`src/rtl/hb_pkg.sv`:
```
// Shared types and constants for the heartbeat transmitter.
//   WIDTH      : phase/period width. It must match the downstream watchdog counter.
//   MAX_PERIOD : the largest period that still clears the watchdog before it saturates.
package hb_pkg;
  localparam int WIDTH = 4;
  typedef logic [WIDTH-1:0] size_t;
  localparam size_t MAX_PERIOD = size_t'(2**WIDTH - 2);

  typedef enum logic [1:0] {IDLE, WAIT, BEAT} hb_state_t;
  typedef logic [7:0] beat_cnt_t;

  function automatic logic period_legal(input size_t p);
    return (p != '0) && (p <= MAX_PERIOD);
  endfunction
endpackage

```
`src/rtl/hb_period_reg.sv`:
```
// Programmable period register with a sticky config-error flag.
//   i_clk, i_rst   : clock and async active-high reset
//   i_load         : single-cycle strobe that samples i_period
//   i_period       : requested period
//   period_q       : active period. It holds its value when a load is illegal.
//   cfg_err        : high from an illegal load until the next legal load
module hb_period_reg
  import hb_pkg::*;
#(
  parameter int unsigned DEFAULT_PERIOD = 8
) (
  input  logic             i_clk,
  input  logic             i_rst,
  input  logic             i_load,
  input  logic [WIDTH-1:0] i_period,
  output logic [WIDTH-1:0] period_q,
  output logic             cfg_err
);

  logic [WIDTH-1:0] period_d;
  logic             cfg_err_d;
  logic             cfg_err_q;

  always_comb begin
    period_d  = period_q;
    cfg_err_d = cfg_err_q;
    if (i_load) begin
      if (period_legal(i_period)) begin
        period_d  = i_period;
        cfg_err_d = 1'b0;
      end else begin
        cfg_err_d = 1'b1;
      end
    end
  end

  always_ff @(posedge i_clk or posedge i_rst) begin
    if (i_rst) begin
      period_q  <= size_t'(DEFAULT_PERIOD);
      cfg_err_q <= 1'b0;
    end else begin
      period_q  <= period_d;
      cfg_err_q <= cfg_err_d;
    end
  end

  assign cfg_err = cfg_err_q;

endmodule

```
`src/rtl/heartbeat_gen.sv`:
```
// Heartbeat transmitter. It sends periodic pulses that keep a downstream
// saturating watchdog counter from reaching all-ones.
//   i_clk, i_rst : clock and async active-high reset
//   i_enable     : run heartbeat generation
//   i_load       : strobe that samples i_period
//   i_period     : requested WAIT length
//   i_force      : request an immediate beat (honoured only in WAIT)
//   o_heartbeat  : registered pulse, high for PULSE_LEN cycles per beat
//   o_phase      : WAIT phase counter
//   o_busy       : high when the FSM is not in IDLE
//   o_cfg_err    : the last load was illegal
//   o_beats      : number of beats issued, saturating at 255
//
// state | meaning
// IDLE  | generation stopped, phase held at 0
// WAIT  | counting phase toward period_q-1
// BEAT  | o_heartbeat high for PULSE_LEN cycles
module heartbeat_gen
  import hb_pkg::*;
#(
  parameter int unsigned PULSE_LEN      = 1,
  parameter int unsigned DEFAULT_PERIOD = 8
) (
  input  logic             i_clk,
  input  logic             i_rst,
  input  logic             i_enable,
  input  logic             i_load,
  input  logic [WIDTH-1:0] i_period,
  input  logic             i_force,
  output logic             o_heartbeat,
  output logic [WIDTH-1:0] o_phase,
  output logic             o_busy,
  output logic             o_cfg_err,
  output logic [7:0]       o_beats
);

  localparam logic [1:0] PULSE_LAST = 2'(PULSE_LEN - 1);

  hb_state_t        state_q, state_d;
  logic [WIDTH-1:0] phase_q, phase_d;
  logic [1:0]       pulse_q, pulse_d;
  beat_cnt_t        beats_q, beats_d;
  logic [WIDTH-1:0] period_q;
  logic             terminal;

  hb_period_reg #(
    .DEFAULT_PERIOD(DEFAULT_PERIOD)
  ) u_period (
    .i_clk   (i_clk),
    .i_rst   (i_rst),
    .i_load  (i_load),
    .i_period(i_period),
    .period_q(period_q),
    .cfg_err (o_cfg_err)
  );

  // The compare uses >= so that a shorter period loaded mid-WAIT fires on the
  // next cycle and does not let the phase run on toward all-ones.
  // period_q is never 0, so the subtraction cannot underflow.
  assign terminal = (phase_q >= (period_q - size_t'(1)));

  always_comb begin
    state_d = state_q;
    phase_d = phase_q;
    pulse_d = pulse_q;
    beats_d = beats_q;
    unique case (state_q)
      IDLE: begin
        phase_d = '0;
        if (i_enable) state_d = WAIT;
      end
      WAIT: begin
        phase_d = phase_q + size_t'(1);
        if (!i_enable) begin
          state_d = IDLE;
          phase_d = '0;
        end else if (terminal || i_force) begin
          state_d = BEAT;
          phase_d = '0;
          pulse_d = '0;
          if (beats_q != 8'hFF) beats_d = beats_q + 8'd1;
        end
      end
      BEAT: begin
        phase_d = '0;
        pulse_d = pulse_q + 2'd1;
        if (pulse_q == PULSE_LAST) begin
          pulse_d = '0;
          state_d = i_enable ? WAIT : IDLE;
        end
      end
      default: begin
        state_d = IDLE;
        phase_d = '0;
        pulse_d = '0;
      end
    endcase
  end

  always_ff @(posedge i_clk or posedge i_rst) begin
    if (i_rst) begin
      state_q <= IDLE;
      phase_q <= '0;
      pulse_q <= '0;
      beats_q <= '0;
    end else begin
      state_q <= state_d;
      phase_q <= phase_d;
      pulse_q <= pulse_d;
      beats_q <= beats_d;
    end
  end

  assign o_heartbeat = (state_q == BEAT);
  assign o_busy      = (state_q != IDLE);
  assign o_phase     = phase_q;
  assign o_beats     = beats_q;

endmodule
```
`config.mk`:
```
export PLATFORM = sky130hd
export DESIGN_NAME = heartbeat_gen
export DESIGN_NICKNAME = d
export VERILOG_FILES = /design/src/rtl/hb_pkg.sv /design/src/rtl/hb_period_reg.sv /design/src/rtl/heartbeat_gen.sv
export SDC_FILE = /design/constraint.sdc
export NUM_CORES = 1
export LEC_CHECK = 0
export CAP_MARGIN = 10
export CORE_ASPECT_RATIO = 0.75
export CORE_MARGIN = 2
export CORE_UTILIZATION = 45
export CTS_BUF_LIST = sky130_fd_sc_hd__clkbuf_16
export DETAILED_ROUTE_END_ITERATION = 6
export PLACE_DENSITY = 0.78
export SYNTH_ARGS = -nofsm -noshare
export SYNTH_HDL_FRONTEND = slang
export SYNTH_HIERARCHICAL = 1
export SYNTH_SLANG_ARGS = --single-unit
export TNS_END_PERCENT = 30
```
`constraint.sdc`:
```
create_clock -name i_clk -period 2.2 [get_ports i_clk]
set_input_delay 0.55 -clock i_clk [delete_from_list [all_inputs] [get_ports i_clk]]
set_output_delay 0.55 -clock i_clk [all_outputs]
set_load 0.01 [all_outputs]
```
[After elaboration in Yosys (flattened, before gate mapping)]
Index checks and enable logic that the tools add are counted.
Storage, ports and cells
  word-level logic and storage cells: 45
  input port bits: 9
  flip-flop bits (word level): 21
  latch bits: 0
  RAM bits: 0
  ROM bits: 0
  memories: 0
  output and inout bits: 15
Cells by class
  equal/unequal tests: 8
  $mul: 0
  magnitude comparators: 2
  add/sub/neg operators: 4
  multiplexer cells: 14
  shift operators: 0
  bitwise operators: 1
  reduce and logical (&&, ||, !) cells: 10
  divide/modulo/power cells: 0
Operators by type and width (count)
  2-to-1 mux 2 bit: 7
  2-to-1 mux 4 bit: 3
  one-hot mux 2 bit (3 select lines): 2
  adder 8 x 1 -> 8 bit (second input constant): 1
  inequality test 8 bit (second input constant): 1
  inequality test 2 bit (second input constant): 3
  AND reduction 3 bit: 2
  adder 4 x 1 -> 4 bit (second input constant): 1
  greater-or-equal comparator 4 bit: 1
  less-or-equal comparator 4 bit (second input constant): 1
  logical NOT 2 bit: 2
  AND reduction 4 bit: 1
  nonzero test 4 bit: 1
  subtractor 4 x 1 -> 4 bit (second input constant): 1
  inequality test 3 bit (second input constant): 1
  adder 2 x 1 -> 2 bit (second input constant): 1
  == test 2 x 1 -> 1 bit (second input constant): 1
  == test 2 bit (second input constant): 1
  2-to-1 mux 1 bit: 2
  inequality test 2 x 1 -> 1 bit (second input constant): 1
  AND reduction 2 bit: 1
  nonzero test 2 bit: 1
  logical AND 1 bit: 1
  logical OR 1 bit: 1
  inverter 1 bit: 1

[Longest topological paths before layout]
Gate-level depths: netlist of the first run.
  depth after elaboration: 6
  mapped depth: 9

[Modules after synthesis]
Netlist of the first run, hierarchy kept.
Modules (own cells, without submodules)
  heartbeat_gen: times used 1, area an instance 894.6 um^2, cells each 81
  hb_period_reg: times used 1, area an instance 289.0 um^2, cells each 35

[Worst setup path after synthesis of the first run]
Ideal clock, no wire load.
  path type: register to register
  from: register u_period.period_q[2]
  to: register beats_q[1], in the netlist o_beats[1]
  data required time: 2075 ps
  stages on the path, launching flop included: 9
  path buffers: 1
  path slack: 218 ps
  data arrival time: 1857 ps
  cell sequence: dfrtp_1 -> nor3_1 -> xnor2_1 -> ha_1 -> a211oi_1 -> o21a_1 -> buf_6 -> nor2_2 -> mux2_4
Between the ends
  longest elaborated chain between the ends: 4
Ends and longest elaborated chain
  start, declared: RTL line hb_period_reg.sv:16  | output logic [WIDTH-1:0] period_q,
  start signal, assigned: RTL line hb_period_reg.sv:39  | period_q <= size_t'(DEFAULT_PERIOD);
  start signal, assigned: RTL line hb_period_reg.sv:42  | period_q <= period_d;
  subtractor 4 x 1 -> 4 bit: RTL line heartbeat_gen.sv:60  | assign terminal = (phase_q >= (period_q - size_t'(1)));
  greater-or-equal comparator 4 bit: RTL line heartbeat_gen.sv:60
  logical OR 1 bit: RTL line heartbeat_gen.sv:77  | end else if (terminal || i_force) begin
  AND reduction 4 bit (no line)
  end signal, assigned: RTL line heartbeat_gen.sv:110  | beats_q <= beats_d;
  end, declared: RTL line heartbeat_gen.sv:42  | beat_cnt_t beats_q, beats_d;
Every way passes these cells.
A chain may end at the register's enable or synchronous reset.

[Worst setup path in the final report of the first run]
  from: register u_period.period_q[1]
  to: register beats_q[1], in the netlist o_beats[1]
Same word-level chain as after synthesis.

==> results of run 1 <==
flip-flops by register name (all words and copies together) (netlist names):
| signal | count |
|---|---|
| state_q | 2 |
| u_period/cfg_err | 1 |
| o_beats | 8 |
| u_period/period_q | 4 |
| o_phase | 4 |
| pulse_q | 2 |
final cells by class:
| type | instances | area [µm²] |
|---|---|---|
| repair buffers | 28 | 272 |
| clock buffers | 3 | 75.1 |
| clock inverters | 1 | 3.75 |
| fillers | 225 | 978 |
| flip-flops and latches | 21 | 529 |
| well taps | 36 | 45.0 |
| multi-input cells | 83 | 626 |
| inverters | 9 | 33.8 |
power breakdown:
group          internal, mW  switching (mW)
clock                 0.242           0.140
combinational         0.184           0.151
sequential            0.439          0.0633
total                 0.865           0.354
final timing paths:
path                                      startpoint                    to  slack, ns  depth (start not counted)
worst max-delay path            u_period/period_q[1]            o_beats[1]       0.06                          7
worst min-delay path                      o_beats[0]            o_beats[0]       0.51                          1
worst max register to register  u_period/period_q[1]            o_beats[1]       0.06                          7
worst min register to register            o_beats[0]            o_beats[0]       0.51                          1
max in group asynchronous                      i_rst            o_beats[2]       1.11                          2
min in group asynchronous                      i_rst  u_period/period_q[0]       0.53                          2
logic make-up after synthesis:
group | count (synthesis)
buffers and inverters | 12
DFF | 21
adders and majority gates | 9
AOI/OAI and AO/OA | 25
and+or+nand+nor | 37
muxes | 1
xor gates and xnor gates | 11
cells in the final DEF (no fill, tap or decap), drive strengths merged, types with 3 or more instances in the layout:
master	netlist	final
clkdlybuf4s50	0	23
dfrtp	20	20
nor2	11	11
inv	9	10
ha	9	9
xor2	8	8
nand2	6	6
a211oi	5	5
a21oi	5	5
buf	2	5
o22ai	4	4
o21ai	4	4
nor3	4	4
nand3	3	3
xnor2	3	3
clkbuf	1	3
critical path: stages (launching register included):
cell and delay [ns]:
dfrtp_2 0.45, nor3_2 0.24, xnor2_1 0.16, ha_1 0.27
a211oi_1 0.30, o21a_2 0.24, nor2_2 0.07, mux2_4 0.31
through the flow:
step | setup slack (ns) | hold slack [ns]
global placement | 0.0774 | 0.495
floorplan | 0.218 | 0.328
global route | -0.00768 | 0.543
CTS | 0.00151 | 0.511
detailed placement | 0.0412 | 0.495
finish | 0.0560 | 0.514
per-layer routing:
metal	routed length (µm)	vias up	share of wire [%]
li1	-	471	-
met1	1230	493	45
met2	1280	39	47
met3	157	9	5.8
met4	53	0	2.0
met5	0	-	0
what timing repair did:
action / 4_1_cts / 5_1_grt
gates resized for setup: 0 / 9
hold buffers: 0 / 0
setup endpoints to repair: 0 / 7
endpoints found under the hold margin: 0 / 0
setup buffers: 0 / 2
==> reports/results.tsv, run 1 <==
stage	metric	value	unit
logic_synthesis	main combinational cell family by area after synthesis	simple AND/OR/NAND/NOR gates	
finish	share of layout cells above drive strength 1	14.5	%
worst_setup_path	Setup crit start kind	register	
global_route	number of global-route vias before repair	962	
finish	Finished Layout Cells	181	
logic_synthesis	number of warning messages in the yosys log	6	
logic_synthesis	number of storage elements in the synthesis netlist	21	
floorplan	vertical die dimension	48.4	µm
worst_hold_path	Worst Hold Class	register to register	
logic_synthesis	Post-Syn Nets	134	
logic_synthesis	synth top area cells	dfrtp_1 42%, ha_1 9.5%, xor2_1 5.9%, a211oi_1 3.2%, nor2_1 3.2%	
logic_synthesis	post-synthesis average cell area	10.2	µm²
route	DRC viols	0	
finish	Area Growth Syn to Fin	33.8	%
placed_design	number of buffers added on ports	23	
logic_synthesis	share of the yosys chip area belonging to registers	44.5	%
run_status	result of the run	complete, no violations	
power	total power per unit cell area	770	nW/µm²
worst_setup_path	WS Path Type	register to register	
clocking	maximum level of the CTS H-tree	1	
route	via count	1012	
logic_synthesis	cell accounting for the most synthesized area	dfrtp_1	
floorplan	standard-cell row count	16	
logic_synthesis	compound-gate portion of the synthesized area	14.2	%
logic_synthesis	simple-gate share of the synthesized area	17.3	%
logic_synthesis	number of flops mapped to enable cells by yosys	0	
logic_synthesis	post-synth top area share	42.3	%
global_route	GR Util met3	4.65	%
clocking	Clock Sinks	21	
finish	end-of-flow core utilization	61.8	%
clocking	number of buffers created by CTS	3	
clocking	Clock Latency Late Sink	0.25	ns
clocking	TritonCTS clock tree	built	
route	Routed Antenna Nets	0	
placed_design	instance count after placement with tap cells included	175	
logic_synthesis	most common flop cell mapped by yosys	dfrtp_1	
floorplan	horizontal die dimension	63.2	µm
global_route	GR Util All Layers	18.3	%
power	maximum vdd ir drop	484	µV
global_route	pin count of the biggest net entering global routing	17	
sta	period utilization	97.5	%
sta	Slew Viols, Final	0	
logic_synthesis	area share of fa/ha/maj cells after synthesis	9.51	%
sta	maximum frequency from static timing analysis	466	MHz
power	leakage power figure	0.710	nW
global_route	most utilized layer in the global route result	met2	
finish	final non-filler cell area	1580	µm²
logic_synthesis	fraction of synthesis flops using an asynchronous set or reset pin	100	%
route	drt first-iter violations	50	
placed_design	placed cell areas	1460	µm²
worst_setup_path	worst-path maximum fanout	5	
route	overall routed net length	2710	µm
logic_synthesis	Post-Synth XOR/XNOR Area	8.14	%
placed_design	HPWL after detailed placement	1790	µm
placed_design	RD Place Congestion	0.808	
logic_synthesis	Unique masters post-synth	33	
logic_synthesis	cell with the most instances after synthesis	dfrtp_1	
sta	Hold Violations, Final	0	
sta	worst-margin pin slew	0.605	ns
logic_synthesis	cell types with the highest counts after synthesis	20 x dfrtp_1, 10 x nor2_1, 9 x ha_1, 9 x inv_1, 8 x xor2_1	
worst_setup_path	arrival time reported for the critical path endpoint	2.28	ns
floorplan	Placeable Area	2560	µm²
logic_synthesis	mux cell area share after synthesis	1.27	%
floorplan	I/O pin cnt	24	
floorplan	Die Outline Area	3060	µm²
global_route	first-pass GRT wire length	4350	µm
sta	clock skew after layout	0.00612	ns
global_route	met1 global-route usage	24.1	%
logic_synthesis	Synth Cell Area	1180	µm²
route	first-pass iteration count of the detailed router	4	
global_route	met2 Track Usage GR	30.5	%
finish	net count of the finished layout	164	
floorplan	initial core utilization	46.2	%
logic_synthesis	synthesized netlist cell count	116	
route	drt wl/cell	15.0	µm
route	routed via count divided by cell count	5.59	
sta	final setup violation count	0	
sta	final critical delay including setup and external delays	2.14	ns
run	Max-cap violations	0	
clocking	Clock Tree Buf Depth	2	
power	overall power after layout	1.22	mW
finish	diode count	0	
global_route	total overflow reported by the global router	0	
sta	Worst slew margin	59.6	%
clocking	CTS clock-pin slew for the worst setup and hold paths	0.05	ns
sta	accumulated negative setup slack	0	ns
worst_setup_path	critical path endpoint category	register	
global_route	initial antenna violation count	0	
clocking	library cell used as clock root buffer	clkbuf_16	
worst_setup_path	required time of the worst setup path	2.33	ns
No activity file was read; power rests on OpenSTA's default activity.
==> run 2, diff against run 1 <==
- RECOVER_POWER: unset -> 100
- SKIP_LAST_GASP: unset -> 1
==> run 2 against run 1 <==
Non-clock buffer count did not move. Via count rose by 0.89%. Cell count did not move.
==> reports/results.tsv, run 2 (synthesis results as in run 1) <==
stage	metric	value	unit
route	routed via count divided by cell count	5.64	
global_route	first-pass GRT wire length	4350	µm
run_status	result of the run	complete, no violations	
sta	final setup violation count	0	
power	leakage power figure	0.745	nW
global_route	GR Util All Layers	18.3	%
worst_setup_path	required time of the worst setup path	2.34	ns
finish	Area Growth Syn to Fin	33.8	%
floorplan	Die Outline Area	3060	µm²
power	clock share of power	31.8	%
sta	maximum frequency from static timing analysis	469	MHz
power	total power per unit cell area	759	nW/µm²
worst_hold_path	Worst Hold Class	register to register	
finish	top library cells by usage in the layout, fill and taps aside	18 x dfrtp_1, 16 x dlygate4sd3_1, 10 x nor2_1, 9 x inv_1, 9 x ha_1	
route	drt first-iter violations	48	
clocking	CTS clock-pin slew for the worst setup and hold paths	0.06	ns
sta	Worst slew margin	59.6	%
floorplan	standard-cell row count	16	
floorplan	Placeable Area	2560	µm²
power	combinational power share	26.6	%
run	Max-cap violations	0	
finish	share of layout cells above drive strength 1	14.5	%
clocking	library cell used as clock root buffer	clkbuf_16	
global_route	total overflow reported by the global router	0	
finish	Finished Layout Cells	181	
sta	final critical delay including setup and external delays	2.13	ns
worst_setup_path	critical path endpoint category	register	
global_route	initial antenna violation count	0	
worst_setup_path	Setup crit start kind	register	
placed_design	HPWL after detailed placement	1790	µm
worst_setup_path	worst-path maximum fanout	4	
placed_design	RD Place Congestion	0.808	
global_route	pin count of the biggest net entering global routing	17	
finish	diode count	0	
route	Routed Antenna Nets	0	
worst_setup_path	Worst path top cell family by delay	compound AO/OA/AOI/OAI gates	
clocking	number of buffers created by CTS	3	
sta	period utilization	96.9	%
finish	most common library cell in the layout ignoring fill and taps	dfrtp_1	
worst_setup_path	slowest cell delay on critical path	0.42	ns
worst_setup_path	CP bufs+invs	0	
finish	net count of the finished layout	164	
sta	Hold Violations, Final	0	
route	first-pass iteration count of the detailed router	4	
worst_setup_path	cell breakdown of the critical path	nor3_2, xnor2_1, ha_1, a211oi_1, o21a_2, nor2_2, mux2_4	
route	via count	1021	
floorplan	horizontal die dimension	63.2	µm
route	DRC viols	0	
power	share of total power in sequential cells	41.6	%
worst_setup_path	Crit-path slowest cell	dfrtp_1	
global_route	number of global-route vias before repair	962	
finish	number of flip-flops in the largest register	8	
worst_setup_path	arrival time reported for the critical path endpoint	2.27	ns
clocking	Clock Latency Late Sink	0.25	ns
placed_design	number of buffers added on ports	23	
placed_design	instance count after placement with tap cells included	175	
clocking	maximum level of the CTS H-tree	1	
power	total net switching power	0.352	mW
floorplan	I/O pin cnt	24	
power	maximum vdd ir drop	477	µV
power	switching fraction of total power	29.3	%
route	drt wl/cell	14.9	µm
finish	number of fill cells in the layout	225	
floorplan	vertical die dimension	48.4	µm
sta	Slew Viols, Final	0	
worst_setup_path	WS Path Type	register to register	
clocking	TritonCTS clock tree	built	
sta	clock skew after layout	0.00431	ns
placed_design	placed cell areas	1460	µm²
sta	worst-margin pin slew	0.605	ns
finish	final non-filler cell area	1580	µm²
route	overall routed net length	2690	µm
clocking	Clock Tree Buf Depth	2	
clocking	Clock Sinks	21	
floorplan	initial core utilization	46.2	%
power	cell-internal power	0.851	mW
sta	smallest hold slack	0.509	ns
run 2: changes by cell type in the layout (fill, tap and decap cells not counted), sizes merged:
cell / before / now
clkdlybuf4s50: 23 / 7
dlygate4sd3: 0 / 16
run 2: routing by layer:
metal	vias up	wire (µm)	global-route usage, %
li1	471	-	-
met3	10	138	4.65
met4	0	65	4.35
met1	506	1230	24.1
met2	34	1250	30.5
met5	-	0	0
run 2: power groups by stage:
| stage | Sequential (mW) | Combinational, mW | Clock, mW |
|---|---|---|---|
| 2_1_floorplan | 0.512 | 0.159 | 0 |
| 3_5_place_dp | 0.503 | 0.310 | 0 |
| 6_report | 0.500 | 0.320 | 0.383 |
| 4_1_cts | 0.497 | 0.316 | 0.389 |
| 5_1_grt | 0.511 | 0.355 | 0.404 |
| 3_3_place_gp | 0.500 | 0.301 | 0 |
run 2: layout make-up:
class,count,area (µm²),share of cell area [%]
multi-input cells,83,626,39.5
flip-flops and latches,21,529,33.4
repair buffers,28,272,17.1
clock buffers,3,75.1,4.74
well taps,36,45.0,2.84
inverters,9,33.8,2.13
clock inverters,1,3.75,0.237
run 2: worst paths after layout:
check                                        to  slack [ns]  cells after the start                  from
setup / recovery                     o_beats[1]        0.07                      7  u_period/period_q[2]
min in group asynchronous  u_period/period_q[0]        0.66                      2                 i_rst
hold reg to reg                      o_beats[6]        0.51                      1            o_beats[6]
hold / removal                       o_beats[6]        0.51                      1            o_beats[6]
max in group asynchronous            state_q[0]        0.98                      2                 i_rst
setup reg to reg                     o_beats[1]        0.07                      7  u_period/period_q[2]
run 2: what timing repair did:
| item | in CTS | in global routing |
|---|---|---|
| hold buffers | 0 | 0 |
| buffers inserted | 0 | 2 |
| gates resized for setup | 0 | 9 |
| endpoints found under the setup margin | 0 | 7 |
| endpoints found under the hold margin | 0 | 0 |
run 2: metrics by stage:
stage / total power [mW] / TNS, ns / worst slack [ns] / utilization, %
3_3_place_gp: 0.802 / 0 / 0.0774 / 56.8
6_report: 1.20 / 0 / 0.0691 / 61.8
2_1_floorplan: 0.672 / 0 / 0.218 / -
4_1_cts: 1.20 / 0 / 0.00151 / 59.9
3_5_place_dp: 0.812 / 0 / 0.0412 / 56.8
5_1_grt: 1.27 / -0.00767 / -0.00767 / 61.8
